--- src/rtl/fmlbrg_wb_arbiter.sv ---
// Two-master Wishbone arbiter in front of the FML bridge slave port, with a per-grant ack quota.
// Optional build macro FMLARB_FIXED_PRIO_EN: m0 wins ties and is never preempted; the quota applies to m1 only.
module fmlbrg_wb_arbiter #(
  parameter int fml_depth = 23,
  parameter int max_burst = 8
) (
  input  logic                 sys_clk,
  input  logic                 sys_rst,

  input  logic [fml_depth-2:0] m0_adr_i,
  input  logic [15:0]          m0_dat_i,
  output logic [15:0]          m0_dat_o,
  input  logic [1:0]           m0_sel_i,
  input  logic                 m0_cyc_i,
  input  logic                 m0_stb_i,
  input  logic                 m0_tga_i,
  input  logic                 m0_we_i,
  output logic                 m0_ack_o,

  input  logic [fml_depth-2:0] m1_adr_i,
  input  logic [15:0]          m1_dat_i,
  output logic [15:0]          m1_dat_o,
  input  logic [1:0]           m1_sel_i,
  input  logic                 m1_cyc_i,
  input  logic                 m1_stb_i,
  input  logic                 m1_tga_i,
  input  logic                 m1_we_i,
  output logic                 m1_ack_o,

  output logic [fml_depth-2:0] s_adr_o,
  output logic [15:0]          s_dat_o,
  input  logic [15:0]          s_dat_i,
  output logic [1:0]           s_sel_o,
  output logic                 s_cyc_o,
  output logic                 s_stb_o,
  output logic                 s_tga_o,
  output logic                 s_we_o,
  input  logic                 s_ack_i,

  output logic [1:0]           gnt_o
);

  typedef enum logic [1:0] {IDLE, GNT0, GNT1} state_t;

  localparam logic [8:0] MAX_B = 9'(max_burst);

  state_t     state_q, state_d;
  logic       last_q, last_d;    // 1 = m1 was granted most recently
  logic [7:0] count_q, count_d;

  logic       req0, req1;
  logic       g0, g1;
  logic [8:0] count_inc;
  logic       quota_hit;
  logic [7:0] count_sat;
  logic       preempt0, preempt1;
  logic       tie_to_m0;

  assign req0 = m0_cyc_i & m0_stb_i;
  assign req1 = m1_cyc_i & m1_stb_i;

  // ">=" rather than "==" so a count that saturated while uncontested still yields on the next ack.
  assign count_inc = {1'b0, count_q} + 9'd1;
  assign quota_hit = (count_inc >= MAX_B);
  assign count_sat = quota_hit ? MAX_B[7:0] : count_inc[7:0];

`ifdef FMLARB_FIXED_PRIO_EN
  assign tie_to_m0 = 1'b1;
  assign preempt0  = 1'b0;
`else
  assign tie_to_m0 = last_q;
  assign preempt0  = quota_hit & req1;
`endif
  assign preempt1 = quota_hit & req0;

  always_ff @(posedge sys_clk) begin
    if (sys_rst) begin
      state_q <= IDLE;
      last_q  <= 1'b1;
      count_q <= 8'd0;
    end else begin
      state_q <= state_d;
      last_q  <= last_d;
      count_q <= count_d;
    end
  end

  always_comb begin
    state_d = state_q;
    last_d  = last_q;
    count_d = count_q;
    case (state_q)
      IDLE: begin
        count_d = 8'd0;
        if (req0 && (!req1 || tie_to_m0)) begin
          state_d = GNT0;
          last_d  = 1'b0;
        end else if (req1) begin
          state_d = GNT1;
          last_d  = 1'b1;
        end
      end
      GNT0: begin
        if (s_ack_i) begin
          if (preempt0) begin
            state_d = GNT1;
            last_d  = 1'b1;
            count_d = 8'd0;
          end else begin
            count_d = count_sat;
          end
        end else if (!m0_cyc_i) begin
          state_d = IDLE;
          count_d = 8'd0;
        end
      end
      GNT1: begin
        if (s_ack_i) begin
          if (preempt1) begin
            state_d = GNT0;
            last_d  = 1'b0;
            count_d = 8'd0;
          end else begin
            count_d = count_sat;
          end
        end else if (!m1_cyc_i) begin
          state_d = IDLE;
          count_d = 8'd0;
        end
      end
      default: begin
        state_d = IDLE;
        count_d = 8'd0;
      end
    endcase
  end

  assign g0    = (state_q == GNT0);
  assign g1    = (state_q == GNT1);
  assign gnt_o = {g1, g0};

  // STB is qualified with CYC so a dropped cycle never leaves a strobe in flight.
  assign s_adr_o = g1 ? m1_adr_i : m0_adr_i;
  assign s_dat_o = g1 ? m1_dat_i : m0_dat_i;
  assign s_sel_o = g1 ? m1_sel_i : m0_sel_i;
  assign s_cyc_o = (g0 & m0_cyc_i) | (g1 & m1_cyc_i);
  assign s_stb_o = (g0 & m0_cyc_i & m0_stb_i) | (g1 & m1_cyc_i & m1_stb_i);
  assign s_we_o  = (g0 & m0_we_i) | (g1 & m1_we_i);
  assign s_tga_o = (g0 & m0_tga_i) | (g1 & m1_tga_i);

  assign m0_ack_o = s_ack_i & g0;
  assign m1_ack_o = s_ack_i & g1;
  assign m0_dat_o = s_dat_i;
  assign m1_dat_o = s_dat_i;

endmodule

--- config.mk ---
export PLATFORM = sky130hd
export DESIGN_NAME = fmlbrg_wb_arbiter
export DESIGN_NICKNAME = d
export VERILOG_FILES = /design/src/rtl/fmlbrg_wb_arbiter.sv
export SDC_FILE = /design/constraint.sdc
export NUM_CORES = 1
export LEC_CHECK = 0
export ABC_AREA = 1
export CAP_MARGIN = 20
export CORE_MARGIN = 2
export CORE_UTILIZATION = 24
export DETAILED_ROUTE_END_ITERATION = 6
export GPL_ROUTABILITY_DRIVEN = 0
export HOLD_SLACK_MARGIN = 0.03
export PLACE_DENSITY = 0.75
export SKIP_LAST_GASP = 1
export SYNTH_ARGS = -nofsm -noshare
export SYNTH_HDL_FRONTEND = slang
export SYNTH_SLANG_ARGS = --single-unit
--- constraint.sdc ---
create_clock -name sys_clk -period 1.4 [get_ports sys_clk]
set_input_delay 0.21 -clock sys_clk [delete_from_list [all_inputs] [get_ports sys_clk]]
set_output_delay 0.21 -clock sys_clk [all_outputs]
set_load 0.01 [all_outputs]
# Yosys cells after proc, flatten, opt, wreduce, memory -nomap -nowiden
# Index checks and enable logic that the tools add are counted.
# op_classes
n_addsub	1
mul	0
div_mod_pow	0
magnitude_cmp	1
n_eq_ne	11
shifts	0
muxes	27
bitwise_logic	18
reduce_logical	8
# op_table
cell	count
2-to-1 mux 8 bit	7
2-to-1 mux 22 bit	1
2-to-1 mux 2 bit	9
2-to-1 mux 16 bit	1
case mux 8 bit (2 select lines)	1
AND 1 bit	14
adder 8 x 1 -> 9 bit, second input constant	1
greater-or-equal comparator 9 x 4 -> 1 bit, second input constant	1
inequality test 3 bit, second input constant	3
2-to-1 mux 1 bit	6
inequality test 3 x 2 -> 1 bit, second input constant	2
case mux 2 bit (3 select lines)	1
AND reduction 6 bit	1
AND reduction 5 bit	1
inequality test 2 x 1 -> 1 bit, second input constant	2
inequality test 2 bit, second input constant	2
OR 1 bit	4
case mux 1 bit (3 select lines)	1
nonzero test 3 bit	1
== test 2 x 1 -> 1 bit, second input constant	1
== test 2 bit, second input constant	1
logical NOT 2 bit	1
AND reduction 2 bit	1
logical AND 1 bit	1
2 further kinds	2
# word_totals
register_bits	11
latch_bits	0
ramBits	0
mem_bits_ro	0
inputBits	107
output_inout_bits	80
word_cells	69
mem_count	0

# Depth between registers and ports, before layout
# Gate-level depths: netlist (run 1).
# depth
word_depth	6
mapped_depth	12
depth_no_buf	11

# Worst setup path after synthesis (run 1)
# Ideal clock, no wire load.
# synth_path
kind	register to output
start	register state_q[0]
end	output s_adr_o[0]
arrival_time_ns	1.253
slack_ns	-0.063
stages_incl_launch_ff	8
cell_sequence	dfxtp_1 -> inv_1 -> ha_1 -> buf_6 -> inv_2 -> clkbuf_1 -> nand2_1 -> nand2_1
# synth_between
elab_chain_len	2
# synth_rtl
element	line	rtl
start: declaration	47	state_t state_q, state_d;
start signal: assignment	82	state_q <= state_d;
== test 2 bit	139	assign g1 = (state_q == GNT1);
named net g1	52	logic g0, g1;
2-to-1 mux 22 bit	143	assign s_adr_o = g1 ? m1_adr_i : m0_adr_i;
end: declaration	30	output logic [fml_depth-2:0] s_adr_o,
# The timed path passes the listed nets, and every way through them passes these cells.

# Final worst setup path (run 1)
# layout_path
start	register state_q[0]
end	output s_dat_o[9]
# layout_between
elab_chain_len	2
# layout_rtl
element	line	rtl
== test 2 bit	139	
2-to-1 mux 16 bit	144	assign s_dat_o = g1 ? m1_dat_i : m0_dat_i;
end: declaration	31	output logic [15:0] s_dat_o,
# Every way passes these cells.

==> results of run 1 <==
==> final cells by class <==
class / instances / area [sq um]
Timing Repair Buffer: 172 / 1700
Inverter: 21 / 97.6
Fill cell: 586 / 2670
Tap cell: 75 / 93.8
Multi-Input combinational cell: 201 / 1130
Sequential cell: 11 / 223
Clock buffer: 4 / 45.0
==> synthesized netlist by cell type <==
cell,number,area (sq um)
a21oi_1,6,30.0
a22o_1,2,17.5
and3_1,1,6.26
buf_4,34,255
buf_6,1,11.3
clkbuf_1,8,30.0
clkinv_1,2,7.51
dfxtp_1,11,220
ha_1,6,75.1
inv_1,15,56.3
inv_2,4,15.0
nand2_1,151,567
nand2_2,4,25.0
nand2_4,1,11.3
nand3_1,6,30.0
nand3_2,1,10.0
nand4_1,3,18.8
nor2_1,9,33.8
nor2_2,2,12.5
nor3_1,1,5.00
o21ai_0,3,15.0
o21ai_1,3,15.0
o21ai_2,1,8.76
o21ai_4,1,16.3
==> registers in the layout, indices dropped and copies added (netlist names) <==
signal	count
count_q	8
last_q	1
state_q	2
==> worst paths after layout <==
check,depth (start not counted),from,end
hold / removal,0,s_dat_i[13],m0_dat_o[13]
hold reg to reg,2,count_q[4],count_q[4]
setup / recovery,7,state_q[0],s_dat_o[9]
setup reg to reg,13,state_q[0],state_q[0]
==> report_power, final <==
part | total [W] | switching [W] | internal (W) | leakage, nW
Combinational | 0.00429 | 0.00208 | 0.00221 | 1.57
Clock | 0.000332 | 0.000131 | 0.000201 | 0.0228
Sequential | 0.000415 | 0.0000490 | 0.000366 | 0.0900
==> through the flow <==
stage	setup WS, ns	util (%)	instances	hold WS (ns)
floorplan	0.00643	-	276	0.279
global placement	-0.357	47.8	467	0.420
detailed placement	-0.393	47.8	467	0.420
CTS	-0.206	52.3	482	0.420
global route	-0.288	55.1	484	0.420
finish	-0.210	55.1	484	0.420
==> metal layers <==
| layer | wire (microns) | up-vias | track usage [%] |
|---|---|---|---|
| li1 | - | 1073 | - |
| met5 | 0 | - | 0 |
| met4 | 50 | 0 | 3.28 |
| met1 | 2620 | 937 | 20.1 |
| met3 | 585 | 6 | 7.16 |
| met2 | 3440 | 107 | 33.9 |
==> cells by family (layout without fill, tap and decap cells) <==
family                     count (synthesis)  count (layout)  synth area share (%)
AOI/OAI and AO/OA                         16              16                  6.87
adders and majority gates                  6               6                  5.03
buffers and inverters                     64             197                  25.1
DFF                                       11              11                  14.8
and+or+nand+nor                          179             179                  48.2
==> what timing repair did <==
action | 4_1_cts | 5_1_grt
cloned | 4 | 2
endpoints found under the setup margin | 59 | 59
hold buffers | 0 | 0
pin swaps | 22 | 18
resized for setup | 254 | 48
buffers inserted | 7 | 0
==> worst max-delay path, cell delays in order (launching register included) <==
cell,delay [ns]
dfxtp_2,0.32
inv_2,0.07
ha_4,0.25
buf_12,0.16
clkbuf_16,0.15
nand2_4,0.04
nand2_2,0.05
buf_6,0.10
==> results_dict.tcl, run 1 <==
set metrics [dict create \
    viasPerCell 4.39 \
    synth_seq_cells 11 \
    layout_common_cells "118 x nand2_1, 89 x clkdlybuf4s50_1, 31 x buf_2" \
    wl_per_cell_microns 13.8 \
    setup_ws_ns -0.210 \
    avgSynthCellArea_sq_um 5.41 \
    numCtsBuffers 3 \
    antenna_cells 0 \
    antenna_left 0 \
    maxCapViolations 0 \
    antenna_found_initial 0 \
    power.density_mw_per_mm2 1530 \
    synth_nets 389 \
    routed_wl_microns 6700 \
    initial_core_util_pct 25.1 \
    grt-ovfl-total 0 \
    core_area_sq_mm 0.00596 \
    ir_drop_mv 0.706 \
    finalCriticalPeriod_ns 1.61 \
    drt_pass1_iterations 5 \
    start_kind "flip-flop" \
    ios 187 \
    cts_tree "done" \
    root_buffer "clkbuf_8" \
    rows 28 \
    worstSetupPathType "reg2out" \
    io_buffer_count 138 \
    total_leakage_power_nw 1.69 \
    setup_violations 59 \
    drive_gt1_share_pct 37.4 \
    clk_pin_slew_ns 0.05 \
    track_usage_pct 18.4 \
    finalHoldViolCount 0 \
    end_kind "primary output" \
    grt_start_max_net_pins 20 \
    finalClockSkew_ns 0.00105 \
    critPathRequiredTime_ns 1.19 \
    die-width_microns 82.9 \
    insertion_delay_ns 0.24 \
    period_share_pct 115 \
    syn_to_final_growth_pct 120 \
    relSlewSlack_pct 80.9 \
    final.setup.tns_ns -8.91 \
    path_max_fanout 5 \
    hpwl_microns 5040 \
    status "finished with violations" \
    grt_pass1_vias 2139 \
    die_area_sq_mm 0.00687 \
    synthesis.area_sq_mm 0.00149 \
    final_nets 523 \
    final_area_sq_mm 0.00328 \
    postSynthCellCount 276 \
    violations "setup timing" \
    power_w 0.00504 \
    place_area_sq_mm 0.00285 \
    hp-class "in2out" \
    htreeDepth 1 \
    synth_warnings 0 \
    slew_viol_final 0 \
    cp.arrival_ns 1.40 \
    dr.first_iter.drc_count 68 \
    fmax_mhz 621 \
    clk_path_buf_depth 2 \
    route.detailed.drc 0 \
    worstMarginPinSlew_ns 0.286 \
    ys_seq_area_share_pct 14.8 \
    routed-via-count 2123 \
    rrSetupSlack_ns -0.17 \
    clock-sinks 11 \
    synth.distinct_cells 24 \
    grt_pass1_wl_microns 10400 \
    final_common_cell "nand2_1" \
    fp.dieH_microns 82.9 \
    rsz0062_at_grt "yes" \
]
(Power assumes the default switching activity.)
==> run 2: changes to the inputs <==
==> constraint.sdc (replaced) <==
create_clock -name sys_clk -period 1.3 [get_ports sys_clk]
set_input_delay 0.195 -clock sys_clk [delete_from_list [all_inputs] [get_ports sys_clk]]
set_output_delay 0.195 -clock sys_clk [all_outputs]
set_load 0.01 [all_outputs]
==> results_dict.tcl, run 2 (same netlist as run 1, synthesis figures left out) <==
set metrics [dict create \
    power_w 0.00573 \
    largest_register_ffs 8 \
    syn_to_final_growth_pct 129 \
    die-width_microns 82.9 \
    final_nets 533 \
    antenna_found_initial 0 \
    crit_chain "inv_2 > ha_4 > buf_12 > clkbuf_16 > nand2_2 > nand2_1 > buf_2" \
    clock-sinks 11 \
    track_usage_pct 16.8 \
    start_kind "flip-flop" \
    final.setup.tns_ns -13.01 \
    dr.first_iter.drc_count 78 \
    violations "setup timing" \
    cts_tree "done" \
    grt_pass1_vias 2084 \
    period_share_pct 125 \
    initial_core_util_pct 25.1 \
    total_leakage_power_nw 1.72 \
    grt_pass1_wl_microns 9730 \
    fmax_mhz 617 \
    drt_pass1_iterations 4 \
    slew_viol_final 0 \
    htreeDepth 1 \
    crit_family "buffers and inverters" \
    numCtsBuffers 3 \
    setup_violations 59 \
    hp-class "in2out" \
    final_common_cell "nand2_1" \
    pre_cts_ws_ns -0.401 \
    ir_drop_mv 0.839 \
    die_area_sq_mm 0.00687 \
    grt-ovfl-total 0 \
    critPathRequiredTime_ns 1.11 \
    antenna_cells 0 \
    multi_input_area_sq_mm 0.00117 \
    fp.dieH_microns 82.9 \
    layout_common_cells "103 x nand2_1, 90 x clkdlybuf4s50_1, 37 x nand2_2" \
    wl_per_cell_microns 13.2 \
    critical_path.max_stage_delay_ns 0.32 \
    top_register "count_q" \
    cp.arrival_ns 1.43 \
    finalHoldViolCount 0 \
    viasPerCell 4.37 \
    antenna_left 0 \
    routed_wl_microns 6500 \
    power.density_mw_per_mm2 1680 \
    worstSetupPathType "reg2out" \
    status "finished with violations" \
    fillers 543 \
    finalClockSkew_ns 0.00769 \
    core_area_sq_mm 0.00596 \
    holdBufCountCts 0 \
    path_buf_inv 4 \
    final-seq-area_sq_um 223 \
    ff2ff_path_depth 13 \
    routed-via-count 2157 \
    route.detailed.drc 0 \
    end_kind "primary output" \
    ios 187 \
    rows 28 \
    reg_top3 "count_q x8, state_q x2, last_q x1" \
    fin_util_pct 57.3 \
    relSlewSlack_pct 82.0 \
    clk_pin_slew_ns 0.06 \
    insertion_delay_ns 0.24 \
    grt_start_max_net_pins 21 \
    drive_gt1_share_pct 42.2 \
    setup_ws_ns -0.320 \
    maxCapViolations 0 \
    clk_path_buf_depth 2 \
    rsz0062_at_grt "yes" \
    finalCriticalPeriod_ns 1.62 \
    hold_ws_ns 0.390 \
    worstMarginPinSlew_ns 0.270 \
    root_buffer "clkbuf_8" \
    path_max_fanout 5 \
    crit_cells 7 \
    cp_slowest_cell "dfxtp_2" \
    hpwl_microns 4410 \
    io_buffer_count 138 \
    hold_depth 0 \
]
run 2: stage by stage:
step	std cells	area, sq um
2_1_floorplan	276	1530
3_5_place_dp	469	2900
6_report	494	3410
5_1_grt	494	3410
3_3_place_gp	469	2900
4_1_cts	485	3230
run 2: final timing paths:
kind,from,end,slack (ns)
hold / removal,s_dat_i[15],m0_dat_o[15],0.39
hold reg to reg,count_q[4],count_q[4],0.45
setup / recovery,state_q[0],s_dat_o[11],-0.32
setup reg to reg,state_q[0],state_q[1],-0.28
run 2: what timing repair did:
| action | in CTS | in global routing |
|---|---|---|
| setup buffers | 10 | 6 |
| setup endpoints to repair | 59 | 59 |
| cloned | 4 | 4 |
| pin swaps | 12 | 28 |
| resized for setup | 178 | 127 |
run 2: where the power goes:
group	internal [W]	switching (W)
Sequential	0.000394	0.0000416
Combinational	0.00260	0.00234
Clock	0.000216	0.000138
Total	0.00321	0.00252
run 2: worst reg2reg max path, stage by stage, from the launching register on:
cell	delay (ns)
dfxtp_2	0.34
inv_2	0.05
ha_4	0.21
buf_12	0.16
nand2_4	0.07
o21ai_4	0.06
buf_6	0.12
nand2_8	0.09
nand2_2	0.05
inv_2	0.07
nand3_2	0.08
nand2_1	0.09
clkinv_2	0.06
nor2_2	0.09
run 2: area by class of cell:
type                    instances  area share (%)
inverters                      21            2.82
well taps                      75            2.75
repair buffers                182            52.2
clock buffers                   4            1.32
flip-flops and latches         11            6.52
multi-input cells             201            34.4
run 2: routing by layer:
layer	part of all wire (%)	track usage, %	up-vias
met5	0	0	-
met4	1.5	4.17	0
met3	5.1	3.58	10
met2	55	31.4	90
met1	38	19.3	962
li1	-	-	1095
==> run 3: changes to the inputs <==
--- a/config.mk
+++ b/config.mk
@@ -13,6 +13,7 @@
 export GPL_ROUTABILITY_DRIVEN = 0
 export HOLD_SLACK_MARGIN = 0.03
 export PLACE_DENSITY = 0.75
+export SKIP_CTS_REPAIR_TIMING = 1
 export SKIP_LAST_GASP = 1
 export SYNTH_ARGS = -nofsm -noshare
 export SYNTH_HDL_FRONTEND = slang
==> results_dict.tcl, run 3 (same netlist as run 1, synthesis figures left out) <==
set metrics [dict create \
    status "finished with violations" \
    violations "setup timing" \
    wl_per_cell_microns 12.0 \
    route.detailed.drc 0 \
    relSlewSlack_pct 80.0 \
    largest_register_ffs 8 \
    rows 28 \
    track_usage_pct 14.8 \
    start_kind "flip-flop" \
    drive_gt1_share_pct 23.2 \
    total_leakage_power_nw 1.76 \
    grt_pass1_wl_microns 8710 \
    fmax_mhz 635 \
    ir_drop_mv 0.771 \
    dr.first_iter.drc_count 45 \
    grt.busiest_layer "met2" \
    final.setup.tns_ns -12.18 \
    worstMarginPinSlew_ns 0.299 \
    final_common_cell "nand2_1" \
    reg2reg_to "state_q[0]" \
    grt-ovfl-total 0 \
    fp.dieH_microns 82.9 \
    dp_cells 469 \
    initial_core_util_pct 25.1 \
    setup_ws_ns -0.276 \
    final-seq-area_sq_um 223 \
    cts_tree "done" \
    syn_to_final_growth_pct 109 \
    grt_start_max_net_pins 40 \
    gr-usage-met1_pct 17.5 \
    antenna_cells 0 \
    min_to "m0_dat_o[15]" \
    final_nets 520 \
    clock-sinks 11 \
    io_buffer_count 138 \
    rrSetupSlack_ns -0.25 \
    clk_path_buf_depth 2 \
    ios 187 \
    core_area_sq_mm 0.00596 \
    top_register "count_q" \
    hpwl_microns 4410 \
    die_area_sq_mm 0.00687 \
    maxCapViolations 0 \
    finalClockSkew_ns 0.00660 \
    critPathRequiredTime_ns 1.11 \
    ff2ff_path_depth 13 \
    htreeDepth 1 \
    routed_wl_microns 5760 \
    multi_input_area_sq_um 990 \
    power.density_mw_per_mm2 1510 \
    hp-class "in2out" \
    finalCriticalPeriod_ns 1.58 \
    timing.rr.start "state_q[0]" \
    path_max_fanout 7 \
    period_share_pct 121 \
    insertion_delay_ns 0.24 \
    viasPerCell 4.19 \
    worstSetupPathType "reg2out" \
    routed-via-count 2017 \
    final_area_sq_mm 0.00313 \
    layout_common_cells "145 x nand2_1, 90 x clkdlybuf4s50_1, 23 x dlymetal6s2s_1" \
    fillers 608 \
    finalHoldViolCount 0 \
    rsz0062_at_grt "yes" \
    drt_pass1_iterations 4 \
    root_buffer "clkbuf_8" \
    clk_pin_slew_ns 0.06 \
    cp.arrival_ns 1.38 \
    setup_violations 58 \
    die-width_microns 82.9 \
    hold_start "s_dat_i[15]" \
    hold_depth 0 \
    final_cells 481 \
    antenna_found_initial 0 \
    met3_usage_pct 3.98 \
    numCtsBuffers 3 \
    reg_top3 "count_q x8, state_q x2, last_q x1" \
    grt_pass1_vias 1935 \
    antenna_left 0 \
    met2_usage_pct 27.1 \
    slew_viol_final 0 \
    place_area_sq_mm 0.00290 \
    end_kind "primary output" \
]
## run 3: layout make-up
type | instances | area share, %
inverter | 21 | 3.00
tap | 75 | 3.00
multi-input combinational | 201 | 31.7
timing repair buffer | 169 | 53.8
clock buffer | 4 | 1.44
sequential | 11 | 7.13
## run 3: worst max path at each step
stage | start | end | slack [ns] | cells after the start
floorplan | state_q[0] | state_q[0] | -0.05 | 12
global placement | m0_cyc_i | s_cyc_o | -0.39 | 4
detailed placement | m0_cyc_i | s_cyc_o | -0.40 | 4
CTS | state_q[0] | s_adr_o[16] | -0.66 | 7
global route | state_q[0] | s_dat_o[6] | -0.35 | 6
finish | state_q[0] | s_tga_o | -0.28 | 5
## run 3: worst max-delay path: stages, from the launching register on
cell	delay [ns]
dfxtp_2	0.33
inv_2	0.05
ha_4	0.21
buf_4	0.18
a22o_1	0.20
dlymetal6s2s_1	0.17
## run 3: stage by stage
step	hold WS (ns)	utilization (%)	total power, W	worst slack (ns)
floorplan	0.264	-	0.00226	-0.0504
global placement	0.390	48.7	0.00406	-0.388
detailed placement	0.390	48.7	0.00411	-0.401
CTS	0.390	49.5	0.00448	-0.657
global route	0.390	52.5	0.00511	-0.346
finish	0.390	52.5	0.00471	-0.276
## run 3: where the power goes
| group | internal (W) | switching (W) | total (W) |
|---|---|---|---|
| registers | 0.000394 | 0.0000393 | 0.000433 |
| logic | 0.00201 | 0.00192 | 0.00392 |
| clock network | 0.000216 | 0.000138 | 0.000354 |
## run 3: routing by layer
layer,up-vias,part of all wire (%)
met1,864,41
met5,-,0
met2,82,53
li1,1067,-
met3,4,5.5
met4,0,0.40
